`src/rtl/fft_stage_ctrl.sv`:
```
// Sequencing controller for a radix-2 in-place FFT: bit-reversed sample load into
// bank 0, then LOG2N ping-pong butterfly stages with address/twiddle generation.
module fft_stage_ctrl #(
  parameter int N      = 8,
  parameter int LOG2N  = 3,
  parameter int BF_LAT = 2
) (
  input  logic             clk,
  input  logic             rst,
  input  logic             start,
  input  logic             in_valid,
  output logic             in_ready,
  output logic             ld_we,
  output logic [LOG2N-1:0] ld_addr,
  output logic             rd_en,
  output logic             rd_bank,
  output logic [LOG2N-1:0] rd_addr_a,
  output logic [LOG2N-1:0] rd_addr_b,
  output logic [LOG2N-2:0] tw_idx,
  output logic             wr_en,
  output logic             wr_bank,
  output logic [LOG2N-1:0] wr_addr_a,
  output logic [LOG2N-1:0] wr_addr_b,
  output logic             busy,
  output logic             done,
  output logic             res_bank
);

  localparam logic [1:0] S_IDLE  = 2'd0;
  localparam logic [1:0] S_LOAD  = 2'd1;
  localparam logic [1:0] S_RUN   = 2'd2;
  localparam logic [1:0] S_DRAIN = 2'd3;

  localparam int               DW       = (BF_LAT > 1) ? $clog2(BF_LAT) : 1;
  localparam logic [DW-1:0]    DRN_LAST = DW'(BF_LAT - 1);
  localparam logic [LOG2N-1:0] ONE      = LOG2N'(1);
  localparam logic [LOG2N-1:0] STG_LAST = LOG2N'(LOG2N - 1);
  localparam int               DLW      = 2*LOG2N + 2;

  logic [1:0]       state;
  logic [LOG2N-1:0] ld_cnt;
  logic [LOG2N-1:0] stage;
  logic [LOG2N-2:0] bfly;
  logic [DW-1:0]    drn_cnt;
  logic             done_q;
  logic [DLW-1:0]   dl [BF_LAT];

  logic [LOG2N-1:0] bfly_x, mask, pos, base, addr_a, addr_b;

  assign busy     = (state != S_IDLE);
  assign done     = done_q;
  assign res_bank = (LOG2N % 2 == 1) ? 1'b1 : 1'b0;

  always_comb begin
    in_ready = (state == S_LOAD);
    ld_we    = in_ready & in_valid;
    ld_addr  = '0;
    if (ld_we) begin
      for (int unsigned i = 0; i < LOG2N; i++) ld_addr[i] = ld_cnt[LOG2N-1-i];
    end
  end

  // Butterfly b of stage s pairs a = grp*2^(s+1) + pos with a + 2^s.
  always_comb begin
    bfly_x = {1'b0, bfly};
    mask   = (ONE << stage) - ONE;
    pos    = bfly_x & mask;
    base   = (bfly_x >> stage) << (stage + ONE);
    addr_a = base | pos;
    addr_b = addr_a + (ONE << stage);
    rd_en  = (state == S_RUN);
    rd_bank   = '0;
    rd_addr_a = '0;
    rd_addr_b = '0;
    tw_idx    = '0;
    if (rd_en) begin
      rd_bank   = stage[0];
      rd_addr_a = addr_a;
      rd_addr_b = addr_b;
      tw_idx    = pos[LOG2N-2:0] << (STG_LAST - stage);
    end
  end

  // Write-side delay line; runs every cycle so the last writes land during DRAIN.
  always_ff @(posedge clk) begin
    if (rst) begin
      for (int unsigned i = 0; i < BF_LAT; i++) dl[i] <= '0;
    end else begin
      dl[0] <= {rd_en, rd_addr_a, rd_addr_b, rd_en & ~rd_bank};
      for (int unsigned i = 1; i < BF_LAT; i++) dl[i] <= dl[i-1];
    end
  end

  assign wr_en     = dl[BF_LAT-1][DLW-1];
  assign wr_addr_a = dl[BF_LAT-1][DLW-2 -: LOG2N];
  assign wr_addr_b = dl[BF_LAT-1][LOG2N:1];
  assign wr_bank   = dl[BF_LAT-1][0];

  always_ff @(posedge clk) begin
    if (rst) begin
      state   <= S_IDLE;
      ld_cnt  <= '0;
      stage   <= '0;
      bfly    <= '0;
      drn_cnt <= '0;
      done_q  <= 1'b0;
    end else begin
      done_q <= 1'b0;
      case (state)
        S_IDLE: begin
          if (start) begin
            state   <= S_LOAD;
            ld_cnt  <= '0;
            stage   <= '0;
            bfly    <= '0;
            drn_cnt <= '0;
          end
        end
        S_LOAD: begin
          if (ld_we) begin
            ld_cnt <= ld_cnt + ONE;
            if (&ld_cnt) state <= S_RUN;
          end
        end
        S_RUN: begin
          bfly <= bfly + (LOG2N-1)'(1);
          if (&bfly) begin
            bfly    <= '0;
            drn_cnt <= '0;
            state   <= S_DRAIN;
          end
        end
        S_DRAIN: begin
          drn_cnt <= drn_cnt + DW'(1);
          if (drn_cnt == DRN_LAST) begin
            drn_cnt <= '0;
            if (stage == STG_LAST) begin
              state  <= S_IDLE;
              done_q <= 1'b1;
            end else begin
              stage <= stage + ONE;
              state <= S_RUN;
            end
          end
        end
        default: state <= S_IDLE;
      endcase
    end
  end

endmodule

```
`config.mk`:
```
export PLATFORM = sky130hd
export DESIGN_NAME = fft_stage_ctrl
export DESIGN_NICKNAME = d
export VERILOG_FILES = /design/src/rtl/fft_stage_ctrl.sv
export SDC_FILE = /design/constraint.sdc
export NUM_CORES = 1
export LEC_CHECK = 0
export ABC_AREA = 1
export CAP_MARGIN = 20
export CORE_MARGIN = 2
export CORE_UTILIZATION = 25
export CTS_BUF_LIST = sky130_fd_sc_hd__clkbuf_4 sky130_fd_sc_hd__clkbuf_8
export CTS_CLUSTER_SIZE = 20
export DETAILED_ROUTE_END_ITERATION = 8
export HOLD_SLACK_MARGIN = 0.06
export PLACE_DENSITY = 0.49
export RECOVER_POWER = 50
export SETUP_SLACK_MARGIN = 0.2
export SYNTH_ARGS = -nofsm -noshare
export SYNTH_HDL_FRONTEND = slang
export SYNTH_SLANG_ARGS = --single-unit
```
`constraint.sdc`:
```
create_clock -name clk -period 2.49 [get_ports clk]
set_input_delay 0.249 -clock clk [delete_from_list [all_inputs] [get_ports clk]]
set_output_delay 0.249 -clock clk [all_outputs]
set_load 0.03 [all_outputs]
```
# After elaboration in Yosys (flattened, before gate mapping)
# Memories as Yosys holds them, arrays and structs flattened.
# Index checks and enable logic that the tools add are counted.
# totals
regBits	12
ram_bits	16
output_inout_bits	26
wordCells	82
n_memories	1
# op_classes
addsub	7
eq_ne	10
shift	4
muxes	31
bitwise	9
reduce_logical	14
# memory_table
name	words	word_bits	rd	rd_clocked_by_memory_dff	wr	line_no	text
dl	2	8	2	0	2	46	logic [DLW-1:0] dl [BF_LAT];
# ops
cell	n
$mux W3	7
$mux W2	9
$mux W8	2
$pmux W3 S2	2
$reduce_and A3 Y1	3
$mux W1	8
$pmux W2 S4	1
$reduce_bool A2 Y1	4
$add A3 B1 Y3 const B	2
$ne A2 B1 Y1 const B	3
$ne A2 B2 Y1 const B	3
$reduce_and A5 Y1	1
$eq A2 B2 Y1 const B	2
$pmux W2 S2	1
$reduce_and A2 Y1	2
$reduce_and A4 Y1	1
$add A3 B3 Y3	1
$and A2 B3 Y3	1
$eq A3 B2 Y1 const B	1
$not A1 Y1	3
$or A3 B3 Y3	1
$pmux W1 S3	1
$reduce_bool A3 Y1	1
$reduce_or A3 Y1	1
12 further kinds	14

# Depth between registers and ports, before layout
# Gate-level depths: netlist of the first run.
# logic_depth
word_depth	7
mapped_depth	15
depth_no_buf	15

# Least setup slack after synthesis of the first run
# OpenSTA, ideal clock, no wires.
# synth_path
path_type	flip-flop to output port
startpoint	reg stage[0]
endpoint	out rd_addr_b[2]
arrival_time_ns	2.470
t_required_ns	2.241
setup_slack_ns	-0.229
path_stages_with_launch	13
cell_sequence	dfxtp_1 > inv_1 > ha_1 > nor2_1 > a21oi_2 > inv_1 > ha_1 > fa_1 > inv_1 > nand2_1 > nand2_1 > nand3_1 > a21oi_1
# synth_between
elab_chain_cells	6
word_cells_on_any_way	9
classes_between	3 x add/sub; 3 x shift; 1 x mux; 2 x bitwise
# synth_lines
item	line_no	text
from (decl)	42	logic [LOG2N-1:0] stage;
from (signal assigned)	141	stage <= stage + ONE;
parallel branches: the longest is 4 deep, another holds $add A3 B1 Y3	-	
$add A3 B3 Y3 (*)	70	addr_b = addr_a + (ONE << stage);
$mux W3 (*)	76	if (rd_en) begin
to (decl)	18	output logic [LOG2N-1:0] rd_addr_b,
# Mark *: on every way between the ends.

# Final worst setup path of the first run
# Same ends and word-level chain as after synthesis.

==> impl_metrics.tcl, run 1 <==
set metrics [dict create \
    critPathArrivalTime_ns 2.42 \
    route.final.wire_length_um 2980 \
    post-route-min-period_ns 2.666 \
    post_synth_main_area_contributors "sky130_fd_sc_hd__dfxtp_1, sky130_fd_sc_hd__nor2_1, sky130_fd_sc_hd__inv_1" \
    n_antenna_cell 0 \
    nets 253 \
    power_mw 1.477 \
    peakVddDrop_mv 0.3289 \
    maxSlewViolCount 0 \
    number_of_buffers_added_by_the_clock_tree_synthesis_step 3 \
    yosys_warnings 0 \
    dp_wirelength_um 2186 \
    iteration_count_of_the_initial_detailed_routing_pass 4 \
    setup.worst_path.class "reg -> out" \
    area_growth_syn_to_layout_pct 42.84 \
    synth.most_common_cell "sky130_fd_sc_hd__nor2_1" \
    drt_iter0_markers 23 \
    cp-start-kind "flip-flop" \
    netlist_top_cells_count "sky130_fd_sc_hd__nor2_1, sky130_fd_sc_hd__inv_1, sky130_fd_sc_hd__nand2_1" \
    pin_count_of_the_biggest_net_entering_global_routing 17 \
    placeableCoreArea_um2 5439 \
    post_route_cells_drive_above_1_share 0.2385 \
    drtAntennaViolNets 0 \
    buffer_ports.inserted 28 \
    cts_tree "done" \
    yosys_register_bits 28 \
    fmaxAchievable_mhz 375.0 \
    timing.reg2reg.worst_path_depth 12 \
    cts_htree_levels 1 \
    antenna_found_initial 0 \
    ctsLongestPathBuffers 2 \
    sequential_share_of_the_synthesized_area 0.4007 \
    worst_slew_pin_slew_ns 0.6092 \
    setup_viol_count_final 2 \
    yosys_most_used_dff "sky130_fd_sc_hd__dfxtp_1" \
    vias 1233 \
    rsz_0062_raised_after_global_routing "true" \
    cts_hold_repair.buffers 0 \
    avgSynthCellArea_um2 7.065 \
    clock_sink_count 28 \
    outcome "finished with violations" \
    ys_types 24 \
    fillers 567 \
    worst_clock_skew_ns 0.008097 \
    min_delay_path_depth 2 \
    post_synth_instance_area_um2 1399 \
    final_critical_path_setup_slack_ns -0.1765 \
    grt_pass1_wl_um 5223 \
    power_per_cell_area_nw_per_um2 739.0 \
    relSlewSlack 0.5939 \
    die_w_um 78.80 \
    clk_root_buffer_cell "sky130_fd_sc_hd__clkbuf_8" \
    synthesized_nets 211 \
    violations "setup timing" \
    row_count 27 \
    routed_via_density 3.965 \
    min-delay-path-class "reg -> reg" \
    final-hold-violation-count 0 \
    worst_ep_required_time_ns 2.24 \
    power.static_leakage_nw 0.9172 \
    die_area_um2 6209 \
    synthesis.instances 198 \
    num_io_pins 30 \
    post_drt_wl_per_cell_um 9.582 \
    place_congestion 0.8249 \
    fp.dieH_um 78.80 \
    synth_largest_type_area_fraction 0.4007 \
    drc 0 \
    clk_pin_slew_worst_paths_ns 0.10 \
    cp-end-kind "output port" \
    worstPathMaxFanout 4 \
    async_reset_ff_frac 0 \
    detailedPlace.worstSlack_ns 0.01176 \
    library_cell_occupying_the_most_area_in_the_post_synthesis_netlist "sky130_fd_sc_hd__dfxtp_1" \
    cap_violations 0 \
    min_period_over_period 1.071 \
    first_global_vias 1189 \
    initial_core_utilization 0.2572 \
    insertion_delay_ns 0.28 \
    grt_overflow_total 0 \
    fin_setup_tns_ns -0.2223 \
    synth-edff-count 0 \
    grt.total_usage 0.1060 \
]
stage by stage:
stage               area [um^2]    util  std cells  hold WS (ns)
floorplan                  1471       -        198        0.3181
global placement           1784  0.3280        291        0.3906
detailed placement         1784  0.3280        291        0.3916
CTS                        1971  0.3623        309        0.4060
global route               1998  0.3674        311        0.4255
finish                     1998  0.3674        311        0.4048
cell type report:
| class | count | area [um^2] | share of cell area |
|---|---|---|---|
| Inverter | 41 | 158.9 | 0.07952 |
| Timing Repair Buffer | 46 | 397.9 | 0.1991 |
| Multi-Input combinational cell | 120 | 710.7 | 0.3557 |
| Tap cell | 72 | 90.09 | 0.04508 |
| Sequential cell | 28 | 569.3 | 0.2849 |
| Clock buffer | 3 | 41.29 | 0.02066 |
| Clock inverter | 1 | 30.03 | 0.01503 |
cells by family after synthesis:
logic type	count (synthesis)	synth area share
other	1	0.002681
buffers and inverters	50	0.1583
adder cells (fa/ha/maj)	9	0.08587
AND/OR/NAND/NOR	87	0.2514
flip-flops	28	0.4007
XOR/XNOR	1	0.01163
AO/OA/AOI/OAI	22	0.08945
report_power, final:
group	leakage (nW)	switching [mW]	total, mW	internal [mW]
clock network	0.0357	0.148	0.363	0.215
registers	0.229	0.0455	0.536	0.491
logic	0.652	0.336	0.577	0.242
total	0.917	0.529	1.48	0.948
sequential cells by signal (all words and copies together) (netlist names):
| register | flops |
|---|---|
| bfly | 2 |
| dl | 16 |
| done | 1 |
| drn_cnt | 1 |
| ld_cnt | 3 |
| stage | 3 |
| state | 2 |
metal layers:
metal  track usage  wire (um)  up-vias  part of all wire
met5             0          0        -                 0
met1        0.1225       1330      526              0.45
li1              -          -      674                 -
met4       0.04211         86        0             0.029
met3       0.02500        122        8             0.041
met2        0.1880       1441       25              0.48
cells in the final DEF, fill, tap and decap left out, types with 2 or more instances in the layout:
master / synthesis / layout
sky130_fd_sc_hd__dfxtp_4: 0 / 2
sky130_fd_sc_hd__clkbuf_2: 0 / 2
sky130_fd_sc_hd__clkdlybuf4s50_1: 0 / 15
sky130_fd_sc_hd__buf_6: 1 / 2
sky130_fd_sc_hd__clkbuf_8: 0 / 3
sky130_fd_sc_hd__ha_4: 0 / 2
sky130_fd_sc_hd__nor3_1: 2 / 2
sky130_fd_sc_hd__nand3_1: 4 / 3
sky130_fd_sc_hd__nor2_4: 1 / 2
sky130_fd_sc_hd__dfxtp_1: 28 / 25
sky130_fd_sc_hd__dlygate4sd2_1: 0 / 3
sky130_fd_sc_hd__nor2_2: 0 / 4
sky130_fd_sc_hd__nand2_2: 2 / 5
sky130_fd_sc_hd__nor2_1: 46 / 41
sky130_fd_sc_hd__buf_4: 7 / 18
sky130_fd_sc_hd__ha_1: 8 / 5
sky130_fd_sc_hd__o211ai_1: 2 / 2
sky130_fd_sc_hd__inv_1: 38 / 34
sky130_fd_sc_hd__a21oi_2: 1 / 2
sky130_fd_sc_hd__inv_2: 3 / 6
sky130_fd_sc_hd__a21oi_1: 11 / 9
sky130_fd_sc_hd__o21ai_0: 6 / 6
sky130_fd_sc_hd__dlygate4sd3_1: 0 / 5
sky130_fd_sc_hd__nand2_1: 30 / 27
final timing paths:
path         slack, ns     start            to
max reg2reg       0.34  stage[0]      dl[0][3]
min reg2reg       0.40  dl[0][7]     dl[0][15]
min               0.40  dl[0][7]     dl[0][15]
max              -0.18  stage[0]  rd_addr_b[2]
worst max-delay path, cell delays in order (launching register included):
cell and delay [ns]:
sky130_fd_sc_hd__dfxtp_4 0.41, sky130_fd_sc_hd__buf_4 0.15, sky130_fd_sc_hd__ha_1 0.16, sky130_fd_sc_hd__nand2_2 0.08
sky130_fd_sc_hd__o211ai_1 0.26, sky130_fd_sc_hd__nand2_1 0.14, sky130_fd_sc_hd__fa_2 0.37, sky130_fd_sc_hd__nand2_1 0.09
sky130_fd_sc_hd__nand2_2 0.08, sky130_fd_sc_hd__inv_1 0.06, sky130_fd_sc_hd__nand2_2 0.07, sky130_fd_sc_hd__a21oi_4 0.12
sky130_fd_sc_hd__buf_6 0.14
repair_timing:
action / CTS / global route
setup endpoints to repair: 8 / 6
gates cloned: 0 / 0
buffers inserted: 14 / 2
endpoints found under the hold margin: 0 / 0
pin swaps: 4 / 7
gates resized for setup: 20 / 12
Note: power is estimated with default switching activity, not from simulation.
==> run 2: changes to the inputs <==
--- a/config.mk
+++ b/config.mk
@@ -8,12 +8,12 @@
 export ABC_AREA = 1
 export CAP_MARGIN = 20
 export CORE_MARGIN = 2
-export CORE_UTILIZATION = 25
+export CORE_UTILIZATION = 40
 export CTS_BUF_LIST = sky130_fd_sc_hd__clkbuf_4 sky130_fd_sc_hd__clkbuf_8
 export CTS_CLUSTER_SIZE = 20
 export DETAILED_ROUTE_END_ITERATION = 8
 export HOLD_SLACK_MARGIN = 0.06
-export PLACE_DENSITY = 0.49
+export PLACE_DENSITY = 0.69
 export RECOVER_POWER = 50
 export SETUP_SLACK_MARGIN = 0.2
 export SYNTH_ARGS = -nofsm -noshare
==> constraint.sdc (replaced) <==
create_clock -name clk -period 2.8 [get_ports clk]
set_input_delay 0.28 -clock clk [delete_from_list [all_inputs] [get_ports clk]]
set_output_delay 0.28 -clock clk [all_outputs]
set_load 0.03 [all_outputs]
==> run 2 against run 1 <==
Effect of this change: the run now ends clean; non-clock buffer count down 5; hold slack better by 0.0040 ns; clock skew up 0.0038 ns; critical path type unchanged; sequential power down 11%; worst setup slack better by 0.20 ns; clock power down 27%; largest power group unchanged; combinational power down 15%; utilization up 20 points; clock-buffer cell count unchanged; sequential share of layout area up 1.5 points; global-route usage up 5.3 points; design area down 5.1%.
==> impl_metrics.tcl, run 2 (synthesis gave the netlist of run 1 again) <==
set metrics [dict create \
    rsz_0062_raised_after_global_routing "true" \
    buffer_ports.inserted 28 \
    drc 0 \
    most_common_cell_after_layout_fill_and_taps_aside "sky130_fd_sc_hd__nor2_1" \
    route.final.wire_length_um 2906 \
    maxSlewViolCount 0 \
    setup.worst_path.class "reg -> out" \
    fp.dieH_um 63.14 \
    critPathArrivalTime_ns 2.50 \
    worst_ep_required_time_ns 2.52 \
    n_antenna_cell 0 \
    antenna_found_initial 0 \
    cap_violations 0 \
    nets 248 \
    reg.largest.list "dl x16, ld_cnt x3, stage x3" \
    power_per_cell_area_nw_per_um2 651.3 \
    insertion_delay_ns 0.34 \
    min_period_over_period 0.9917 \
    worstPathMaxFanout 5 \
    clk_root_buffer_cell "sky130_fd_sc_hd__clkbuf_4" \
    layout.cells.most_common_list "sky130_fd_sc_hd__nor2_1, sky130_fd_sc_hd__inv_1, sky130_fd_sc_hd__nand2_1" \
    initial_core_utilization 0.4192 \
    drtAntennaViolNets 0 \
    timing.rr.end "dl[0][3]" \
    placeableCoreArea_um2 3337 \
    pin_count_of_the_biggest_net_entering_global_routing 17 \
    post-route-min-period_ns 2.777 \
    post_route_cells_drive_above_1_share 0.1923 \
    ff2ff_setup_slack_ns 0.75 \
    drt_iter0_markers 24 \
    clock_sink_count 28 \
    worst_clock_skew_ns 0.01188 \
    startpoint "stage[0]" \
    ctsLongestPathBuffers 2 \
    iteration_count_of_the_initial_detailed_routing_pass 4 \
    grt_overflow_total 0 \
    num_io_pins 30 \
    cts_htree_levels 1 \
    area_growth_syn_to_layout_pct 35.60 \
    grt_pass1_wl_um 5016 \
    cp-end-kind "output port" \
    clk_pin_slew_worst_paths_ns 0.15 \
    flip_flop_count_of_the_largest_register_after_layout 16 \
    timing.reg2reg.worst_path_depth 12 \
    detailedPlace.worstSlack_ns 0.09811 \
    grt.total_usage 0.1587 \
    final_critical_path_setup_slack_ns 0.02337 \
    dp_wirelength_um 2072 \
    row_count 21 \
    outcome "complete, no violations" \
    number_of_buffers_added_by_the_clock_tree_synthesis_step 3 \
    power_mw 1.235 \
    place_congestion 0.8235 \
    worstReg2RegStart "stage[0]" \
    fin_setup_tns_ns 0 \
    die_w_um 63.14 \
    cp-start-kind "flip-flop" \
    final-hold-violation-count 0 \
    fin_cells 280 \
    hold-worst-slack_ns 0.4088 \
    largest-register "dl" \
    cts_tree "done" \
    first_global_vias 1217 \
    cells_after_dpl 265 \
    peakVddDrop_mv 0.4216 \
    die_area_um2 3986 \
    cts_hold_repair.buffers 0 \
    worstSetupEndpoint "rd_addr_b[2]" \
    post_drt_wl_per_cell_um 10.38 \
    routed_via_density 4.414 \
    vias 1236 \
    power.static_leakage_nw 0.9123 \
    min-delay-path-class "reg -> reg" \
    fmaxAchievable_mhz 360.1 \
    setup_viol_count_final 0 \
]
==> run 2: layout make-up <==
class | count | area (um^2)
Multi-Input combinational cell | 120 | 670.6
Sequential cell | 28 | 569.3
Inverter | 41 | 158.9
Timing Repair Buffer | 41 | 387.9
Fill cell | 311 | 1440
Clock buffer | 3 | 22.52
Clock inverter | 1 | 30.03
Tap cell | 46 | 57.56
==> run 2: report_power, final <==
group	internal, mW	switching [mW]	total [mW]
logic	0.205	0.285	0.491
clock network	0.145	0.121	0.266
registers	0.437	0.0413	0.478
==> run 2: metal layers <==
layer | wire (um) | global-route usage | vias to the layer above
li1 | - | - | 656
met2 | 1448 | 0.2726 | 24
met1 | 1274 | 0.1786 | 552
met5 | 0 | 0 | -
met3 | 136 | 0.04286 | 4
met4 | 46 | 0.08333 | 0
==> run 2: critical path, stage by stage (launching register included) <==
cell and delay [ns]:
sky130_fd_sc_hd__dfxtp_4 0.41, sky130_fd_sc_hd__buf_4 0.14, sky130_fd_sc_hd__ha_1 0.21, sky130_fd_sc_hd__nand2_2 0.09, sky130_fd_sc_hd__nand2_1 0.06, sky130_fd_sc_hd__o211ai_1 0.12
sky130_fd_sc_hd__nand2_1 0.16, sky130_fd_sc_hd__fa_2 0.38, sky130_fd_sc_hd__inv_1 0.06, sky130_fd_sc_hd__nand2_1 0.06, sky130_fd_sc_hd__nand2_2 0.08, sky130_fd_sc_hd__nand3_2 0.09
sky130_fd_sc_hd__a21oi_2 0.15, sky130_fd_sc_hd__buf_6 0.14
==> run 2: per-stage QoR <==
stage	util	instance area, um^2
floorplan	-	1403
global placement	0.5043	1683
detailed placement	0.5043	1683
CTS	0.5546	1851
global route	0.5684	1897
finish	0.5684	1897
==> run 2: how the worst min path moves through the flow <==
stage                           end  slack [ns]  depth (start not counted)     start
after floorplan             bfly[0]        0.35                          1       rst
after global placement     dl[0][9]        0.39                          2  dl[0][1]
after detailed placement  dl[0][13]        0.39                          2  dl[0][5]
after CTS                 dl[0][13]        0.41                          2  dl[0][5]
after global routing       dl[0][9]        0.42                          2  dl[0][1]
final                     dl[0][13]        0.41                          2  dl[0][5]
==> run 2: what timing repair did <==
| action | 4_1_cts | 5_1_grt |
|---|---|---|
| endpoints found under the setup margin | 8 | 6 |
| pin swaps | 5 | 6 |
| resized for setup | 19 | 13 |
| setup buffers | 8 | 3 |
==> run 3: changes to the inputs <==
==> constraint.sdc (replaced) <==
create_clock -name clk -period 2.8 [get_ports clk]
set_input_delay 0.28 -clock clk [delete_from_list [all_inputs] [get_ports clk]]
set_output_delay 0.28 -clock clk [all_outputs]
set_load 0.05 [all_outputs]
==> run 3 against run 2 <==
Effect of this change: design area unchanged; worst setup slack worse by 0.014 ns; non-clock buffer count is 3 lower; via count fell by 0.65%; combinational power increased by 2%; die area stayed put; flip-flop and latch count did not move; total power grew 0.99%; routed wire length fell by 0.72%; clock-buffer cell count unchanged; register-to-register slack worse by 0.02 ns; largest power group unchanged.
==> impl_metrics.tcl, run 3 (synthesis gave the netlist of run 1 again) <==
set metrics [dict create \
    buffer_ports.inserted 28 \
    pin_count_of_the_biggest_net_entering_global_routing 17 \
    worstPathMaxFanout 4 \
    ctsLongestPathBuffers 2 \
    largest-register "dl" \
    fp.dieH_um 63.14 \
    drt_iter0_markers 27 \
    power_mw 1.248 \
    fillers 330 \
    post_drt_wl_per_cell_um 10.42 \
    cts_tree "done" \
    dp_wirelength_um 2109 \
    setup_viol_count_final 0 \
    insertion_delay_ns 0.34 \
    relSlewSlack 0.6344 \
    routed_via_density 4.433 \
    most_common_cell_after_layout_fill_and_taps_aside "sky130_fd_sc_hd__nor2_1" \
    grt.total_usage 0.1522 \
    rsz_0062_raised_after_global_routing "true" \
    cap_violations 0 \
    antenna_found_initial 0 \
    placeableCoreArea_um2 3337 \
    vias 1228 \
    fin_setup_tns_ns 0 \
    worst_clock_skew_ns 0.008002 \
    post_route_cells_drive_above_1_share 0.1991 \
    power.static_leakage_nw 0.8808 \
    row_count 21 \
    final_util 0.5684 \
    setup.worst_path.class "reg -> out" \
    placedInstanceArea_um2 1703 \
    fmaxAchievable_mhz 358.3 \
    n_antenna_cell 0 \
    drtAntennaViolNets 0 \
    place_congestion 0.8178 \
    grt_pass1_wl_um 4899 \
    min-delay-path-class "reg -> reg" \
    min_period_over_period 0.9968 \
    initial_core_utilization 0.4192 \
    worst_ep_required_time_ns 2.52 \
    cp-start-kind "flip-flop" \
    die_area_um2 3986 \
    hold-worst-slack_ns 0.4097 \
    critPathArrivalTime_ns 2.51 \
    post-route-min-period_ns 2.791 \
    first_global_vias 1174 \
    flip_flop_count_of_the_largest_register_after_layout 16 \
    power_per_cell_area_nw_per_um2 657.8 \
    cts_htree_levels 1 \
    drc 0 \
    outcome "complete, no violations" \
    layout.cells.most_common_list "sky130_fd_sc_hd__nor2_1, sky130_fd_sc_hd__inv_1, sky130_fd_sc_hd__nand2_1" \
    peakVddDrop_mv 0.4277 \
    nets 245 \
    route.final.wire_length_um 2885 \
    clk_root_buffer_cell "sky130_fd_sc_hd__clkbuf_4" \
    maxSlewViolCount 0 \
    number_of_buffers_added_by_the_clock_tree_synthesis_step 3 \
    worst_slew_pin_slew_ns 0.5471 \
    iteration_count_of_the_initial_detailed_routing_pass 4 \
    grt_overflow_total 0 \
    num_io_pins 30 \
    final-hold-violation-count 0 \
    area_growth_syn_to_layout_pct 35.60 \
    final_cell_area_excluding_filler_cells_um2 1897 \
    clock_sink_count 28 \
    clk_pin_slew_worst_paths_ns 0.15 \
    die_w_um 63.14 \
    cp-end-kind "output port" \
    reg.largest.list "dl x16, ld_cnt x3, stage x3" \
]
run 3: area by class of cell:
class / count / area [um^2] / share of cell area
flip-flops and latches: 28 / 569.3 / 0.3001
clock inverters: 1 / 30.03 / 0.01583
inverters: 41 / 158.9 / 0.08377
well taps: 46 / 57.56 / 0.03034
clock buffers: 3 / 22.52 / 0.01187
multi-input cells: 120 / 678.2 / 0.3575
repair buffers: 38 / 380.4 / 0.2005
run 3: per-layer routing:
layer	share of wire	track usage	up-vias
met5	0	0	-
met4	0.017	0.05556	0
met3	0.042	0.04107	6
met2	0.48	0.2673	23
met1	0.46	0.1764	551
li1	-	-	648
run 3: path summary, 6_finish.rpt:
| kind | end | from | slack [ns] | cells after the start |
|---|---|---|---|---|
| hold / removal | dl[0][13] | dl[0][5] | 0.41 | 2 |
| hold reg to reg | dl[0][13] | dl[0][5] | 0.41 | 2 |
| setup reg to reg | dl[0][3] | stage[0] | 0.73 | 12 |
| setup / recovery | rd_addr_b[2] | stage[0] | 0.009 | 13 |
run 3: stage by stage:
step	setup WS, ns	instances
CTS	0.02475	273
detailed placement	0.04508	264
global placement	0.1436	264
finish	0.008998	277
global route	-0.1242	277
floorplan	0.05812	198
run 3: critical path: stages (launching register included):
cell and delay, ns:
sky130_fd_sc_hd__dfxtp_4 0.42, sky130_fd_sc_hd__ha_4 0.14, sky130_fd_sc_hd__xor2_2 0.17, sky130_fd_sc_hd__nor2_2 0.07, sky130_fd_sc_hd__a21oi_2 0.18, sky130_fd_sc_hd__inv_1 0.07
sky130_fd_sc_hd__ha_2 0.17, sky130_fd_sc_hd__fa_2 0.33, sky130_fd_sc_hd__inv_1 0.06, sky130_fd_sc_hd__nand2_1 0.06, sky130_fd_sc_hd__nand2_2 0.08, sky130_fd_sc_hd__nand3_2 0.10
sky130_fd_sc_hd__a21oi_4 0.15, sky130_fd_sc_hd__buf_12 0.16
run 3: repair_timing:
action / in CTS / in global routing
resized for setup: 22 / 4
hold buffers: 0 / 0
pin swaps: 5 / 5
endpoints found under the setup margin: 4 / 2
buffers inserted: 5 / 4
run 3: report_power, final:
part           internal, mW  switching, mW  leakage (nW)
sequential            0.437         0.0425         0.229
combinational         0.190          0.313         0.624
clock                 0.145          0.120        0.0279
